### src/rtl/mem_seq_ctrl_if.sv
// Memory-stage bus: instruction/handshake inputs from the pipeline and memory,
// strobes and sequencing outputs from the controller.
interface mem_seq_ctrl_if #(
  parameter int IR_W  = 8,
  parameter int CNT_W = 1
);
  logic [IR_W-1:0]  ir;
  logic             valid;
  logic             intr;
  logic             mem_ready;
  logic             wm;
  logic             rm;
  logic             sm2;
  logic [CNT_W-1:0] ctx_sel;
  logic             sp_dec;
  logic             sp_inc;
  logic             stall;
  logic             int_ack;

  // Handshake: an access completes in any cycle where (wm | rm) && mem_ready;
  // the strobe and ir stay stable until then, and stall is held meanwhile.
  modport master (
    input  ir, valid, intr, mem_ready,
    output wm, rm, sm2, ctx_sel, sp_dec, sp_inc, stall, int_ack
  );

  modport slave (
    output ir, valid, intr, mem_ready,
    input  wm, rm, sm2, ctx_sel, sp_dec, sp_inc, stall, int_ack
  );
endinterface

### src/rtl/mem_seq_ctrl.sv
// Memory-stage sequencer: decodes the MEM-stage instruction into memory strobes,
// handles variable-latency memory with stalls, and sequences interrupt save / RTI restore.
module mem_seq_ctrl #(
  parameter int IR_W      = 8,
  parameter int CTX_WORDS = 2,
  parameter int CNT_W     = (CTX_WORDS > 1) ? $clog2(CTX_WORDS) : 1
) (
  input  logic              clk,
  input  logic              rst,
  mem_seq_ctrl_if.master    bus,
  output logic [1:0]        o_dbg_state
);

  typedef enum logic [1:0] {
    S_IDLE     = 2'd0,
    S_WAIT     = 2'd1,
    S_INT_SAVE = 2'd2,
    S_RTI_LOAD = 2'd3
  } state_t;

  localparam logic [CNT_W-1:0] LAST_WORD = CNT_W'(CTX_WORDS - 1);
  localparam logic [CNT_W-1:0] CNT_ONE   = CNT_W'(1);

  state_t           r_state;
  state_t           w_state_nxt;
  logic [CNT_W-1:0] r_cnt;
  logic [CNT_W-1:0] w_cnt_nxt;

  logic [3:0] w_op;
  logic [1:0] w_ra;
  logic       w_is_wr, w_is_rd, w_op_dec, w_op_inc, w_is_rti;

  logic             w_wm, w_rm, w_sm2, w_sp_dec, w_sp_inc, w_stall, w_int_ack;
  logic [CNT_W-1:0] w_ctx_sel;

  assign w_op = bus.ir[IR_W-1 -: 4];
  assign w_ra = bus.ir[IR_W-5 -: 2];

  always_comb begin
    w_is_wr  = 1'b0;
    w_is_rd  = 1'b0;
    w_op_dec = 1'b0;
    w_op_inc = 1'b0;
    w_is_rti = 1'b0;
    case (w_op)
      4'd7: begin
        w_is_wr  = (w_ra == 2'd0);
        w_op_dec = (w_ra == 2'd0);
        w_is_rd  = (w_ra == 2'd1);
        w_op_inc = (w_ra == 2'd1);
      end
      4'd11: begin
        w_is_wr  = (w_ra == 2'd1);
        w_op_dec = (w_ra == 2'd1);
        w_is_rd  = (w_ra == 2'd2);
        w_op_inc = (w_ra == 2'd2);
        w_is_rti = (w_ra == 2'd3);
      end
      4'd12: begin
        w_is_wr = (w_ra == 2'd2);
        w_is_rd = (w_ra == 2'd1);
      end
      4'd13:   w_is_rd = 1'b1;
      4'd14:   w_is_wr = 1'b1;
      default: ;
    endcase
  end

  // Outputs are forced low while rst is high so an aborted sequence emits no pulses.
  always_comb begin
    w_state_nxt = r_state;
    w_cnt_nxt   = r_cnt;
    w_wm        = 1'b0;
    w_rm        = 1'b0;
    w_sm2       = 1'b0;
    w_ctx_sel   = '0;
    w_sp_dec    = 1'b0;
    w_sp_inc    = 1'b0;
    w_stall     = 1'b0;
    w_int_ack   = 1'b0;
    if (!rst) begin
      case (r_state)
        S_IDLE: begin
          if (bus.intr) begin
            w_stall     = 1'b1;
            w_cnt_nxt   = '0;
            w_state_nxt = S_INT_SAVE;
          end else if (bus.valid && w_is_rti) begin
            w_stall     = 1'b1;
            w_cnt_nxt   = '0;
            w_state_nxt = S_RTI_LOAD;
          end else if (bus.valid && (w_is_wr || w_is_rd)) begin
            w_wm  = w_is_wr;
            w_rm  = w_is_rd;
            w_sm2 = w_is_rd;
            if (bus.mem_ready) begin
              w_sp_dec = w_op_dec;
              w_sp_inc = w_op_inc;
            end else begin
              w_stall     = 1'b1;
              w_state_nxt = S_WAIT;
            end
          end
        end
        S_WAIT: begin
          w_wm  = w_is_wr;
          w_rm  = w_is_rd;
          w_sm2 = w_is_rd;
          if (bus.mem_ready) begin
            w_sp_dec    = w_op_dec;
            w_sp_inc    = w_op_inc;
            w_state_nxt = S_IDLE;
          end else begin
            w_stall = 1'b1;
          end
        end
        S_INT_SAVE: begin
          w_wm      = 1'b1;
          w_ctx_sel = r_cnt;
          w_stall   = 1'b1;
          if (bus.mem_ready) begin
            w_sp_dec = 1'b1;
            if (r_cnt == LAST_WORD) begin
              w_int_ack   = 1'b1;
              w_cnt_nxt   = '0;
              w_state_nxt = S_IDLE;
            end else begin
              w_cnt_nxt = r_cnt + CNT_ONE;
            end
          end
        end
        S_RTI_LOAD: begin
          w_rm      = 1'b1;
          w_sm2     = 1'b1;
          w_ctx_sel = r_cnt;
          w_stall   = 1'b1;
          if (bus.mem_ready) begin
            w_sp_inc = 1'b1;
            if (r_cnt == LAST_WORD) begin
              w_stall     = 1'b0;
              w_cnt_nxt   = '0;
              w_state_nxt = S_IDLE;
            end else begin
              w_cnt_nxt = r_cnt + CNT_ONE;
            end
          end
        end
        default: w_state_nxt = S_IDLE;
      endcase
    end
  end

  always_ff @(posedge clk) begin
    if (rst) begin
      r_state <= S_IDLE;
      r_cnt   <= '0;
    end else begin
      r_state <= w_state_nxt;
      r_cnt   <= w_cnt_nxt;
    end
  end

  assign bus.wm       = w_wm;
  assign bus.rm       = w_rm;
  assign bus.sm2      = w_sm2;
  assign bus.ctx_sel  = w_ctx_sel;
  assign bus.sp_dec   = w_sp_dec;
  assign bus.sp_inc   = w_sp_inc;
  assign bus.stall    = w_stall;
  assign bus.int_ack  = w_int_ack;
  assign o_dbg_state  = r_state;

endmodule

### src/flat_wrapper.sv
// flat-port wrapper written by rule: the top's interface ports become plain ports
module mem_seq_ctrl_flat 
#(
  parameter int IR_W      = 8,
  parameter int CTX_WORDS = 2,
  parameter int CNT_W     = (CTX_WORDS > 1) ? $clog2(CTX_WORDS) : 1
)
  (clk, rst, o_dbg_state, bus_ir, bus_valid, bus_intr, bus_mem_ready, bus_wm, bus_rm, bus_sm2, bus_ctx_sel, bus_sp_dec, bus_sp_inc, bus_stall, bus_int_ack);
  mem_seq_ctrl_if #(.IR_W(IR_W), .CNT_W(CNT_W)) bus_i ();
  input  logic clk;
  input  logic rst;
  output logic [1:0] o_dbg_state;
  input wire logic [$bits(bus_i.ir)-1:0] bus_ir;
  input wire logic [$bits(bus_i.valid)-1:0] bus_valid;
  input wire logic [$bits(bus_i.intr)-1:0] bus_intr;
  input wire logic [$bits(bus_i.mem_ready)-1:0] bus_mem_ready;
  output wire logic [$bits(bus_i.wm)-1:0] bus_wm;
  output wire logic [$bits(bus_i.rm)-1:0] bus_rm;
  output wire logic [$bits(bus_i.sm2)-1:0] bus_sm2;
  output wire logic [$bits(bus_i.ctx_sel)-1:0] bus_ctx_sel;
  output wire logic [$bits(bus_i.sp_dec)-1:0] bus_sp_dec;
  output wire logic [$bits(bus_i.sp_inc)-1:0] bus_sp_inc;
  output wire logic [$bits(bus_i.stall)-1:0] bus_stall;
  output wire logic [$bits(bus_i.int_ack)-1:0] bus_int_ack;
  assign bus_i.ir = bus_ir;
  assign bus_i.valid = bus_valid;
  assign bus_i.intr = bus_intr;
  assign bus_i.mem_ready = bus_mem_ready;
  assign bus_wm = bus_i.wm;
  assign bus_rm = bus_i.rm;
  assign bus_sm2 = bus_i.sm2;
  assign bus_ctx_sel = bus_i.ctx_sel;
  assign bus_sp_dec = bus_i.sp_dec;
  assign bus_sp_inc = bus_i.sp_inc;
  assign bus_stall = bus_i.stall;
  assign bus_int_ack = bus_i.int_ack;
  mem_seq_ctrl #(.IR_W(IR_W), .CTX_WORDS(CTX_WORDS), .CNT_W(CNT_W)) u_core (.clk(clk), .rst(rst), .bus(bus_i), .o_dbg_state(o_dbg_state));
endmodule
### config.mk
export PLATFORM = sky130hd
export DESIGN_NAME = mem_seq_ctrl_flat
export DESIGN_NICKNAME = d
export VERILOG_FILES = /design/src/rtl/mem_seq_ctrl_if.sv /design/src/rtl/mem_seq_ctrl.sv /design/src/flat_wrapper.sv
export SDC_FILE = /design/constraint.sdc
export NUM_CORES = 1
export LEC_CHECK = 0
export ABC_AREA = 1
export CAP_MARGIN = 25
export CORE_AREA = 10 10 47 49
export DETAILED_ROUTE_END_ITERATION = 10
export DIE_AREA = 0 0 57 59
export GPL_TIMING_DRIVEN = 0
export HOLD_SLACK_MARGIN = 0.12
export PLACE_DENSITY = 0.76
export SLEW_MARGIN = 20
export SYNTH_ARGS = -nofsm -noshare
export SYNTH_HDL_FRONTEND = slang
export SYNTH_SLANG_ARGS = --single-unit
### constraint.sdc
create_clock -name clk -period 1.65 [get_ports clk]
set_input_delay 0.4125 -clock clk [delete_from_list [all_inputs] [get_ports clk]]
set_output_delay 0.4125 -clock clk [all_outputs]
set_load 0.02 [all_outputs]
==> flow_metrics.tcl, run 1 <==
set metrics [dict create \
    dpl.hpwl_um 1150 \
    n_fill_cell 118 \
    fin_tns_setup_ns -1.25 \
    ys_seq_area_share_pct 12.7 \
    clock-sinks 3 \
    syn_inst 84 \
    detail_route.wl_per_cell_um 13.6 \
    path_clk_slew_ns 0.04 \
    routed_wl_um 1780 \
    yosysTopAreaCell "dfxtp_1" \
    place_congestion 0.834 \
    place_worst_setup_slack_ns -1.27 \
    holdBufCountCts 0 \
    min_period_over_period_pct 120 \
    violations "setup timing" \
    worstHoldPathType "register to register" \
    stdcell_count 131 \
    synth_nets 97 \
    synth_cell_types 21 \
    synthTopCellsByArea "dfxtp_1 (13%), nor2_1 (12%), nand2_1 (11%)" \
    fp.dieW_um 57 \
    cts_max_path_buffers 2 \
    slew_headroom_pct 84.7 \
    drc 0 \
    setup_ws_ns -0.330 \
    n_antenna_cell 0 \
    grt_overflow 0 \
    tritoncts.num_buffers 3 \
    drv_slew 0 \
    cts_tree "done" \
    viasPerCell 4.85 \
    total_power_mw 0.751 \
    start_kind "input port" \
    yosysWarnings 0 \
    fin_area_um2 922 \
    fin_skew_ns 0.000637 \
    netlist_area_um2 474 \
    crit_fanout 3 \
    die-area_mm2 0.00336 \
    rsz0062_at_grt "true" \
    h-tree-depth 1 \
    io_pins 23 \
    nets 129 \
    worstPathCellList "buf_8, inv_1, nor2_4, nand3_2, nand3_2, nand2_2, nand2_2, nand3_2, o21ai_1, nand2_1, a21oi_4, buf_6" \
    layout-area-overhead-vs-synth_pct 94.5 \
    ant_nets 0 \
    syn_area_per_cell_um2 5.65 \
    cpMaxStageDelayCell "a21oi_4" \
    max_stage_delay_ns 0.13 \
    io_buffer_count 20 \
    p_leak_nw 0.420 \
    irDropWorstVdd_mv 0.741 \
    grt_pass1_wl_um 2750 \
    critPathArrivalTime_ns 1.57 \
    critPathBufInv 3 \
    die_h_um 59 \
    cp_common_cell "nand3_2" \
    root_buffer "clkbuf_4" \
    worst_slew_pin_slew_ns 0.230 \
    path_class "input port to primary output" \
    firstDrtPassIters 4 \
    endpoint_kind "primary output" \
    postPlaceCellArea_um2 741 \
    drt_iter0_drc 7 \
    antenna_found_initial 0 \
    min_period_ns 1.98 \
    grt_pass1_vias 680 \
    drive_gt1_share_pct 62.6 \
    required_ns 1.24 \
    dp.cells 120 \
    num_vias 636 \
    grt_start_max_net_pins 8 \
    insertion_delay_ns 0.23 \
    maxCapViolations 0 \
    core-area_mm2 0.00140 \
    crit_family "simple AND/OR/NAND/NOR gates" \
    hold_viol_final 0 \
    cellPowerDensity_mw_per_mm2 815 \
    synth-seq-cells 3 \
    initial_core_util_pct 33.8 \
    layout_common_cells "nor2_1 (11), nand2_2 (10), buf_4 (10)" \
    synth_top_area_share_pct 12.7 \
    layout_commonest_cell "nor2_1" \
    grt.total_usage_pct 9.59 \
    fmax_mhz 505 \
    num_rows 14 \
    finalSetupViolCount 6 \
    outcome "finished with violations" \
]
[per-stage QoR]
step / hold slack (ns) / utilization (%)
final: 0.500 / 65.8
after global routing: 0.564 / 65.8
after CTS: 0.499 / 62.9
after detailed placement: 0.494 / 52.9
after global placement: 0.496 / 52.9
after floorplan: 0.479 / -
[cells in the mapped netlist]
| cell type | instances |
|---|---|
| nand3_1 | 9 |
| nand3_2 | 2 |
| buf_4 | 1 |
| clkinv_4 | 1 |
| a211oi_2 | 1 |
| bufinv_8 | 1 |
| dfxtp_1 | 3 |
| nand2_2 | 5 |
| nor2_1 | 15 |
| o21ai_0 | 2 |
| inv_1 | 10 |
| inv_2 | 2 |
| o21bai_2 | 1 |
| o21ai_1 | 2 |
| nor3_1 | 2 |
| a21oi_1 | 5 |
| nor2_2 | 4 |
| o211ai_1 | 1 |
| a31oi_1 | 1 |
| or2_1 | 2 |
| nand2_1 | 14 |
[sequential cells by signal, summed over array words and instances, names as in the netlist]
| register | count |
|---|---|
| u_core.r_cnt | 1 |
| u_core.o_dbg_state | 2 |
[logic make-up after synthesis]
kind of cell / count (synthesis) / share of synthesized area (%)
buffers and inverters: 15 / 16.6
AO/OA/AOI/OAI: 13 / 17.4
flip-flops: 3 / 12.7
AND/OR/NAND/NOR: 53 / 53.3
[repair_timing]
action                                  4_1_cts  5_1_grt
resized for setup                           110       15
endpoints found under the setup margin       12        8
setup buffers                                 6        1
endpoints found under the hold margin         0        0
pin swaps                                    19       13
[worst min-delay path, delay by kind of cell, from the launching register on]
family        cells  cell delay [ns]
simple gates      2             0.15
flops             1             0.31
[path summary, 6_finish.rpt]
| kind | from | endpoint | slack [ns] | cells past startpoint |
|---|---|---|---|---|
| worst min register to register | u_core.r_cnt$_SDFFE_PP0P_ | u_core.r_cnt$_SDFFE_PP0P_ | 0.50 | 2 |
| worst max-delay path | bus_ir[6] | bus_sp_dec | -0.33 | 12 |
| worst min-delay path | u_core.r_cnt$_SDFFE_PP0P_ | u_core.r_cnt$_SDFFE_PP0P_ | 0.50 | 2 |
| worst max register to register | u_core.o_dbg_state[0]$_SDFFE_PP0P_ | u_core.r_cnt$_SDFFE_PP0P_ | 0.40 | 8 |
[layer usage]
layer  track usage (%)  part of all wire (%)  vias to the layer above
met5                 0                     0                        -
met1              9.02                    39                      290
met4              4.03                  0.79                        0
met2              18.4                    55                       11
met3              3.22                   5.6                        2
li1                  -                     -                      333
[where the power goes]
part / internal [mW] / switching [mW] / total (mW)
Sequential: 0.101 / 0.0448 / 0.146
Clock: 0.0904 / 0.0343 / 0.125
Combinational: 0.213 / 0.267 / 0.481
[layout make-up]
type / count / area, um^2 / share of cell area (%)
well taps: 16 / 20.0 / 2.17
plain buffers: 1 / 7.51 / 0.814
clock buffers: 4 / 26.3 / 2.85
repair buffers: 27 / 253 / 27.4
multi-input cells: 66 / 474 / 51.4
flip-flops and latches: 3 / 65.1 / 7.06
inverters: 14 / 76.3 / 8.28
Note: power is estimated with default switching activity, not from simulation.
==> inputs of run 2 (changes only) <==
==> constraint.sdc (replaced) <==
create_clock -name clk -period 2.5 [get_ports clk]
set_input_delay 0.625 -clock clk [delete_from_list [all_inputs] [get_ports clk]]
set_output_delay 0.625 -clock clk [all_outputs]
set_load 0.02 [all_outputs]
==> run 2 against run 1 <==
- the run now ends clean
- critical path type unchanged
- design area shrank 16%
- sequential power down 41%
- sequential share of layout area rose by 0.71 points
- first-iteration DRC count shrank 29%
- via count fell by 6.9%
- global-route usage shrank 1.8 points
- core utilization decreased by 11 points
- power down 42%
- register-to-register slack improved by 0.83 ns
==> flow_metrics.tcl, run 2 (synthesized netlist as in run 1, its figures left out) <==
set metrics [dict create \
    outcome "finished clean" \
    irDropWorstVdd_mv 0.369 \
    layout-area-overhead-vs-synth_pct 63.1 \
    detail_route.wl_per_cell_um 11.1 \
    min_period_over_period_pct 96.2 \
    core-area_mm2 0.00140 \
    maxCapViolations 0 \
    fin_skew_ns 0.000535 \
    ant_nets 0 \
    p_leak_nw 0.392 \
    dpl.hpwl_um 1070 \
    die_h_um 59 \
    die-area_mm2 0.00336 \
    final_util_pct 55.2 \
    initial_core_util_pct 33.8 \
    dp.cells 120 \
    hold_viol_final 0 \
    fp.dieW_um 57 \
    stdcell_count 127 \
    worstHoldPathType "register to register" \
    num_rows 14 \
    layout_common_cells "nor2_1 (13), nand2_1 (13), buf_4 (10)" \
    holdBufCountCts 0 \
    slew_headroom_pct 81.9 \
    finalSetupViolCount 0 \
    antenna_found_initial 0 \
    viasPerCell 4.66 \
    whs_ns 0.500 \
    critPathArrivalTime_ns 1.78 \
    largest_reg_flops 2 \
    n_antenna_cell 0 \
    grt_overflow 0 \
    root_buffer "clkbuf_4" \
    drive_gt1_share_pct 44.1 \
    io_pins 23 \
    fmax_mhz 416 \
    cts_tree "done" \
    start_kind "input port" \
    grt_pass1_vias 583 \
    nets 125 \
    clock-sinks 3 \
    cts_max_path_buffers 2 \
    num_vias 592 \
    cellPowerDensity_mw_per_mm2 564 \
    insertion_delay_ns 0.23 \
    place_congestion 0.817 \
    required_ns 1.88 \
    drc 0 \
    drv_slew 0 \
    endpoint_kind "primary output" \
    grt_pass1_wl_um 2290 \
    io_buffer_count 20 \
    rsz0062_at_grt "true" \
    routed_wl_um 1410 \
    crit_fanout 5 \
    tritoncts.num_buffers 3 \
    grt.total_usage_pct 7.84 \
    grt_start_max_net_pins 8 \
    path_clk_slew_ns 0.03 \
    worst_slew_pin_slew_ns 0.271 \
    h-tree-depth 1 \
    min_period_ns 2.40 \
    path_class "input port to primary output" \
    fin_tns_setup_ns 0 \
    firstDrtPassIters 4 \
    drt_iter0_drc 5 \
]
==> run 2: repair_timing <==
action | 4_1_cts | 5_1_grt
pin swaps | 6 | 10
buffers inserted | 1 | 2
resized for setup | 50 | 28
setup endpoints to repair | 8 | 5
==> run 2: routing by layer <==
metal / wire length, um / vias up / track usage, % / part of all wire [%]
met5: 0 / - / 0 / 0
met4: 0 / 0 / 4.03 / 0
met3: 91 / 0 / 2.36 / 6.4
met2: 752 / 11 / 13.8 / 53
met1: 570 / 260 / 8.24 / 40
li1: - / 321 / - / -
==> run 2: path summary, 6_finish.rpt <==
| path | from | end | slack (ns) | depth (start not counted) |
|---|---|---|---|---|
| min | u_core.r_cnt$_SDFFE_PP0P_ | u_core.r_cnt$_SDFFE_PP0P_ | 0.50 | 2 |
| max reg2reg | u_core.o_dbg_state[0]$_SDFFE_PP0P_ | u_core.r_cnt$_SDFFE_PP0P_ | 1.23 | 8 |
| min reg2reg | u_core.r_cnt$_SDFFE_PP0P_ | u_core.r_cnt$_SDFFE_PP0P_ | 0.50 | 2 |
| max | bus_ir[5] | bus_sp_dec | 0.1 | 12 |
==> run 2: layout make-up <==
type                            instances  area (um^2)
Sequential cell                         3         60.1
Buffer                                  1         7.51
Clock buffer                            4         26.3
Timing Repair Buffer                   23          186
Inverter                               14         71.3
Tap cell                               16         20.0
Multi-Input combinational cell         66          402
Fill cell                             156          628
==> run 2: stage by stage <==
stage | power (mW) | instance area (um^2) | setup slack (ns)
after detailed placement | 0.345 | 694 | -0.822
after CTS | 0.437 | 734 | -0.0788
after global placement | 0.343 | 694 | -0.786
final | 0.436 | 773 | 0.0953
after global routing | 0.476 | 773 | -0.0527
after floorplan | 0.260 | 474 | 0.191
==> run 2: critical path, stage by stage <==
cell      delay [ns]
clkbuf_2        0.10
nand2_1         0.07
inv_2           0.12
nand3_2         0.10
nand3_2         0.08
nand2_2         0.06
nand2_2         0.07
nand3_1         0.09
o21ai_1         0.08
nand2_1         0.08
a21oi_2         0.15
buf_6           0.13
==> run 2: power by group <==
group          internal [mW]  total, mW  switching [mW]
Clock                 0.0596     0.0817          0.0221
Sequential            0.0636     0.0859          0.0223
Combinational          0.121      0.268           0.148
